`src/rtl/disp_pkg.sv`:
```
// Shared constants and types for the display scan controller.
package disp_pkg;

    // Display mode codes understood by the downstream segment decoder.
    localparam logic [2:0] MODE_DEC = 3'b000;
    localparam logic [2:0] MODE_NEG = 3'b001;
    localparam logic [2:0] MODE_ERR = 3'b010;
    localparam logic [2:0] MODE_DP  = 3'b100;

    localparam int DIGITS = 4;

    typedef enum logic {SHOW, BLANK} scan_state_e;

endpackage

```
`src/rtl/disp_scan_if.sv`:
```
// Core-to-display bus: load strobe with value/mode, and the scan outputs.
interface disp_scan_if;
    import disp_pkg::*;

    logic              load;
    logic [7:0]        data_in;
    logic [2:0]        mode_in;
    logic [DIGITS-1:0] anodes;
    logic [7:0]        data;
    logic [2:0]        contr;
    logic              pending;
    logic              frame_tick;

    // Calculator core side
    modport master (output load, data_in, mode_in,
                    input  anodes, data, contr, pending, frame_tick);

    // Scan controller side
    modport slave  (input  load, data_in, mode_in,
                    output anodes, data, contr, pending, frame_tick);
endinterface

```
`src/rtl/scan_tick_gen.sv`:
```
// Digit-slot prescaler: counts 0..DIV-1 and flags the slot end and the
// point where the blanking gap begins.
module scan_tick_gen #(
    parameter int DIV          = 50000,
    parameter int BLANK_CYCLES = 500
) (
    input  logic clk,
    input  logic rst,
    output logic slot_end,
    output logic blank_start
);
    localparam int CW = (DIV > 1) ? $clog2(DIV) : 1;
    localparam logic [CW-1:0] LAST = CW'(DIV - 1);
    localparam logic [CW-1:0] BLK  = CW'(DIV - 1 - BLANK_CYCLES);

    logic [CW-1:0] cnt;

    assign slot_end    = (cnt == LAST);
    assign blank_start = (cnt == BLK);

    // Slot counter, wraps at the end of each digit slot
    always_ff @(posedge clk) begin
        if (rst)           cnt <= '0;
        else if (slot_end) cnt <= '0;
        else               cnt <= cnt + 1'b1;
    end
endmodule

```
`src/rtl/disp_scan.sv`:
```
// Multiplexed 4-digit display scan controller. Loads are held pending and
// applied only on the digit 3->0 edge so a number never tears mid-frame.
// Optional inter-digit blanking: define DISP_SCAN_BLANK_EN.
module disp_scan
    import disp_pkg::*;
#(
    parameter int DIV          = 50000,
    parameter int BLANK_CYCLES = 500
) (
    input logic         clk,
    input logic         rst,
    disp_scan_if.slave  bus
);
    localparam int DW = $clog2(DIGITS);
    localparam logic [DW-1:0] LAST_DIGIT = DW'(DIGITS - 1);

    logic              slot_end;
    logic              blank_start;
    logic [DW-1:0]     digit;
    logic              boundary;
    logic [DIGITS-1:0] anodes_c;

    logic [7:0] data_q, pend_data;
    logic [2:0] contr_q, pend_mode;
    logic       pend_q, tick_q;

    scan_tick_gen #(.DIV(DIV), .BLANK_CYCLES(BLANK_CYCLES)) u_tick (
        .clk         (clk),
        .rst         (rst),
        .slot_end    (slot_end),
        .blank_start (blank_start)
    );

    assign boundary = slot_end && (digit == LAST_DIGIT);

    // Digit index advances at the end of every slot
    always_ff @(posedge clk) begin
        if (rst)           digit <= '0;
        else if (slot_end) digit <= digit + 1'b1;
    end

`ifdef DISP_SCAN_BLANK_EN
    scan_state_e state, state_nxt;

    // Scan state register
    always_ff @(posedge clk) begin
        if (rst) state <= SHOW;
        else     state <= state_nxt;
    end

    // Blank the anodes for the tail of each slot to suppress ghosting
    always_comb begin
        state_nxt = state;
        anodes_c  = '0;
        case (state)
            SHOW: begin
                anodes_c = DIGITS'(1) << digit;
                if (blank_start) state_nxt = BLANK;
            end
            BLANK: begin
                if (slot_end) state_nxt = SHOW;
            end
            default: state_nxt = SHOW;
        endcase
    end
`else
    logic unused_blank;
    assign unused_blank = blank_start;

    // Anodes follow the digit index directly, no gap between digits
    always_comb begin
        anodes_c = DIGITS'(1) << digit;
    end
`endif

    // Load capture and frame-boundary commit; a load on the boundary wins
    always_ff @(posedge clk) begin
        if (rst) begin
            data_q    <= '0;
            contr_q   <= MODE_DEC;
            pend_q    <= 1'b0;
            pend_data <= '0;
            pend_mode <= MODE_DEC;
            tick_q    <= 1'b0;
        end else begin
            tick_q <= boundary;
            if (boundary) begin
                if (bus.load) begin
                    data_q  <= bus.data_in;
                    contr_q <= bus.mode_in;
                end else if (pend_q) begin
                    data_q  <= pend_data;
                    contr_q <= pend_mode;
                end
                pend_q <= 1'b0;
            end else if (bus.load) begin
                pend_data <= bus.data_in;
                pend_mode <= bus.mode_in;
                pend_q    <= 1'b1;
            end
        end
    end

    assign bus.anodes     = anodes_c;
    assign bus.data       = data_q;
    assign bus.contr      = contr_q;
    assign bus.pending    = pend_q;
    assign bus.frame_tick = tick_q;
endmodule

```
`src/flat_wrapper.sv`:
```
// flat-port wrapper written by rule: the top's interface ports become plain ports
module disp_scan_flat import disp_pkg::*;
#(
    parameter int DIV          = 50000,
    parameter int BLANK_CYCLES = 500
)
  (clk, rst, bus_load, bus_data_in, bus_mode_in, bus_anodes, bus_data, bus_contr, bus_pending, bus_frame_tick);
  disp_scan_if bus_i ();
  input logic clk;
  input logic rst;
  input wire logic [$bits(bus_i.load)-1:0] bus_load;
  input wire logic [$bits(bus_i.data_in)-1:0] bus_data_in;
  input wire logic [$bits(bus_i.mode_in)-1:0] bus_mode_in;
  output wire logic [$bits(bus_i.anodes)-1:0] bus_anodes;
  output wire logic [$bits(bus_i.data)-1:0] bus_data;
  output wire logic [$bits(bus_i.contr)-1:0] bus_contr;
  output wire logic [$bits(bus_i.pending)-1:0] bus_pending;
  output wire logic [$bits(bus_i.frame_tick)-1:0] bus_frame_tick;
  assign bus_i.load = bus_load;
  assign bus_i.data_in = bus_data_in;
  assign bus_i.mode_in = bus_mode_in;
  assign bus_anodes = bus_i.anodes;
  assign bus_data = bus_i.data;
  assign bus_contr = bus_i.contr;
  assign bus_pending = bus_i.pending;
  assign bus_frame_tick = bus_i.frame_tick;
  disp_scan #(.DIV(DIV), .BLANK_CYCLES(BLANK_CYCLES)) u_core (.clk(clk), .rst(rst), .bus(bus_i));
endmodule
```
`config.mk`:
```
export PLATFORM = sky130hd
export DESIGN_NAME = disp_scan_flat
export DESIGN_NICKNAME = d
export VERILOG_FILES = /design/src/rtl/disp_pkg.sv /design/src/rtl/disp_scan_if.sv /design/src/rtl/scan_tick_gen.sv /design/src/rtl/disp_scan.sv /design/src/flat_wrapper.sv
export SDC_FILE = /design/constraint.sdc
export NUM_CORES = 1
export LEC_CHECK = 0
export CORE_AREA = 4 4 69 71
export DETAILED_ROUTE_END_ITERATION = 10
export DIE_AREA = 0 0 73 75
export PLACE_DENSITY = 0.7
export SYNTH_ARGS = -nofsm -noshare
export SYNTH_HDL_FRONTEND = slang
export SYNTH_HIERARCHICAL = 1
export SYNTH_SLANG_ARGS = --single-unit
```
`constraint.sdc`:
```
create_clock -name clk -period 4.45 [get_ports clk]
set_input_delay 0.89 -clock clk [delete_from_list [all_inputs] [get_ports clk]]
set_output_delay 0.89 -clock clk [all_outputs]
set_load 0.05 [all_outputs]
```
# Yosys cells after proc, flatten, opt, wreduce, memory -nomap -nowiden
# Cells that the tools add are included.
# word_totals
wordCells	24
input_bits	14
register_bits	42
output_inout_bits	17
# op_classes
shifts	1
reduce_logical	6
add_sub_neg	2
eq_ne	2
bitwise	1
muxes	4
# ops
operator	count
$add 16x1->16 const B	1
$eq 16x16->1 const B	1
$mux 8	2
$mux 3	2
$reduce_and 2->1	2
$reduce_or 2->1	2
$shl 1x2->4 const A	1
$add 2x1->2 const B	1
$eq 2x2->1 const B	1
$reduce_bool 2->1	1
$logic_and 1x1->1	1
$not 1->1	1

# Logic depth before layout (Yosys ltp)
# depth
ltp_word	4
mapped_depth	8
ltp_nobuf	6

# Hierarchy
# Netlist, hierarchy kept.
# by_module_without_submodules
module	seq_area_each_um2	n_inst	cells_each	area_each_um2
disp_scan	520.5	1	119	1149.9
scan_tick_gen	320.3	1	87	765.7

# Worst setup path after synthesis
# Ideal clock, no wire load.
# synth_timing
kind	reg2reg
startpoint	register u_core.u_tick.cnt[0]
endpoint	register u_core.contr_q[2], in the netlist u_core/bus.contr[2]
t_required_ns	4.371
path_slack_ns	2.583
setup_ns	0.079
arrival_ns	1.788
synth_period_minus_slack_ns	1.867
path_buffers	2
path_stages_with_launch	9
path_cell_list	dfxtp_1 > ha_1 > nand3_1 > nor4_1 > buf_4 > o211a_4 > buf_4 > nor2_1 > a211oi_2
# synth_between
elab_chain_len	3
# synth_lines
item	line_no	text
start: declaration	scan_tick_gen.sv:16	logic [CW-1:0] cnt;
start signal: assignment	scan_tick_gen.sv:25	else cnt <= cnt + 1'b1;
$eq 16x16->1	scan_tick_gen.sv:18	assign slot_end = (cnt == LAST);
named net u_core.slot_end	disp_scan.sv:17	logic slot_end;
$logic_and 1x1->1	disp_scan.sv:34	assign boundary = slot_end && (digit == LAST_DIGIT);
$reduce_and 2->1 (no line)	-	
end signal: assignment	disp_scan.sv:90	contr_q <= bus.mode_in;
end signal: assignment	disp_scan.sv:93	contr_q <= pend_mode;
end: declaration	disp_scan.sv:24	logic [2:0] contr_q, pend_mode;
# The timed path passes the listed nets, and every way through them passes these cells.
# A chain may end at the register's enable or synchronous reset.

# Worst setup path after layout
# layout_timing
startpoint	register u_core.digit[0]
endpoint	output port bus_anodes[3]
# layout_between
elab_chain_len	1
# layout_lines
item	line_no	text
start: declaration	disp_scan.sv:19	logic [DW-1:0] digit;
start signal: assignment	disp_scan.sv:39	else if (slot_end) digit <= digit + 1'b1;
$shl 1x2->4	disp_scan.sv:72	anodes_c = DIGITS'(1) << digit;
end: declaration	flat_wrapper.sv:14	output wire logic [$bits(bus_i.anodes)-1:0] bus_anodes;
# Every way passes these cells.

==> impl_metrics.py <==
metrics = {
    "pwr": {
        "power_uw": 687,
        "power_density_nw_per_um2": 299,
        "p_leak_nw": 0.818,
        "peakVddDrop_mv": 0.151,
    },
    "setup_path": {
        "r2r_cells": 7,
        "cpPeakStageDelay_ns": 0.85,
        "arrival_ns": 1.84,
        "crit_chain": "ha_1, clkdlybuf4s50_1",
        "r2r_start": "u_core/u_tick/cnt[0]",
        "cpMaxStageDelayCell": "clkdlybuf4s50_1",
        "critPathCaptureType": "output pin",
        "required_ns": 3.56,
        "worstPathMaxFanout": 6,
        "r2r_end": "u_core/bus.contr[1]",
        "start_kind": "flop",
        "ff2ff_setup_slack_ns": 2.31,
        "crit_type": "reg -> out",
    },
    "clock_network": {
        "htree_levels": 2,
        "ctsHoldBuffers": 0,
        "cts_tree": "built",
        "cts_setup_buffers": 0,
        "cts_buffer_depth": 2,
        "cts_buffers": 5,
        "clk_latency_ns": 0.29,
        "cts_resized": 0,
        "root_buffer": "clkbuf_8",
        "clock-sinks": 42,
        "clk_pin_slew_ns": 0.08,
    },
    "routing": {
        "drt_iter0_markers": 93,
        "drt_first_pass_iters": 4,
        "vias": 1412,
        "drcViolationCount": 0,
        "postRouteWirelength_mm": 3.45,
        "drtAntennaViolNets": 0,
        "wire_per_inst_um": 12.2,
        "viasPerCell": 4.97,
    },
    "grt": {
        "antenna_found_initial": 0,
        "grt_overflow": 0,
        "grt_max_degree": 28,
        "track_usage": 0.132,
        "grt_pass1_vias": 1229,
        "grt_pass1_wl_mm": 5.62,
    },
    "sta": {
        "final.period_utilization": 0.613,
        "tightestPinTransition_ns": 0.826,
        "tns_ns": 0,
        "slew_headroom": 0.447,
        "slew_violations": 0,
        "setup_slack_ns": 1.72,
        "post-route-min-period_ns": 2.73,
        "finalSetupViolCount": 0,
        "max_freq_mhz": 367,
        "rsz0062_at_grt": "false",
        "worst_hold_slack_ns": 0.455,
        "fin_worst_skew_ns": 0.00651,
        "finalHoldViolCount": 0,
    },
    "die": {
        "die_h_um": 75,
        "io_pins": 31,
        "row_count": 24,
        "core_um2": 4230,
        "start_util": 0.448,
        "fp.dieArea_um2": 5480,
        "die_w_um": 73,
    },
    "min_path": {
        "hold_start": "u_core/pend_mode[2]",
        "min_path_cells": 2,
        "holdCritPathClass": "reg -> reg",
        "min_to": "u_core/pend_mode[2]",
    },
    "status": {
        "status": "complete, no violations",
    },
    "final_layout": {
        "diodes": 0,
        "area_growth_pct": 21.2,
        "nets": 251,
        "drive_gt1_frac": 0.103,
        "layoutNonFillerInstCount": 284,
    },
    "yosys": {
        "syn-num-nets": 223,
        "synth_area_per_cell_um2": 9.34,
        "yosys_warnings": 6,
        "synth_cells": 203,
        "syn_area_um2": 1900,
    },
    "placed_design": {
        "place_congestion": 0.805,
        "dpl.hpwl_mm": 2.39,
        "pre_cts_ws_ns": 1.75,
        "dp.cells": 276,
        "portBuffers": 30,
    },
    "job": {
        "drv_cap": 0,
    },
}
==> power by group <==
group	leakage, nW	internal (mW)	switching [mW]	total (mW)
Combinational	0.429	0.0240	0.0268	0.0508
Clock	0.0482	0.125	0.121	0.246
Sequential	0.341	0.384	0.00556	0.390
==> routing by layer <==
metal	global-route usage	share of wire
met5	0	0
met3	0.0481	0.055
met4	0.0492	0.012
met1	0.170	0.48
met2	0.204	0.45
==> placed cells by master (no fill, tap or decap), types with 5 or more instances in the layout <==
cell type / n
dfxtp_1: 42
nor2_1: 35
clkdlybuf4s50_1: 30
nand2_1: 27
xnor2_1: 13
a21oi_1: 12
mux2i_1: 12
a211oi_2: 11
clkbuf_8: 6
ha_1: 6
inv_1: 5
nand4_1: 5
==> per-stage QoR <==
stage	cell area, um^2	utilization
floorplan	1900	-
finish	2300	0.543
global placement	2210	0.521
global route	2300	0.543
CTS	2300	0.543
detailed placement	2210	0.521
==> registers in the layout, indices dropped and copies added, names as in the netlist <==
name,cells
u_core/bus.contr,3
u_core/bus.data,8
u_core/bus.frame_tick,1
u_core/bus.pending,1
u_core/digit,2
u_core/pend_data,8
u_core/pend_mode,3
u_core/u_tick/cnt,16
==> worst max path at each step <==
stage / start / endpoint / slack, ns
global placement: bus_load / u_core/pend_data[3] / 1.81
detailed placement: bus_load / u_core/pend_mode[1] / 1.75
floorplan: u_core/u_tick/cnt[0] / u_core/bus.contr[2] / 2.58
global route: u_core/digit[0] / bus_anodes[3] / 1.64
CTS: u_core/digit[0] / bus_anodes[3] / 1.71
finish: u_core/digit[0] / bus_anodes[3] / 1.72
==> layout make-up <==
type | count | area [um^2]
tap | 52 | 65.1
clock buffer | 7 | 86.3
timing repair buffer | 33 | 323
sequential | 42 | 841
clock inverter | 1 | 5.00
multi-input combinational | 144 | 960
inverter | 5 | 18.8
fill | 396 | 1940
==> worst max-delay path, delay by kind of cell, from the launching register on <==
family | cells | cell delay (ns)
adders and majority gates | 1 | 0.30
buffers and inverters | 1 | 0.85
DFF | 1 | 0.40
No activity file was read; power rests on OpenSTA's default activity.
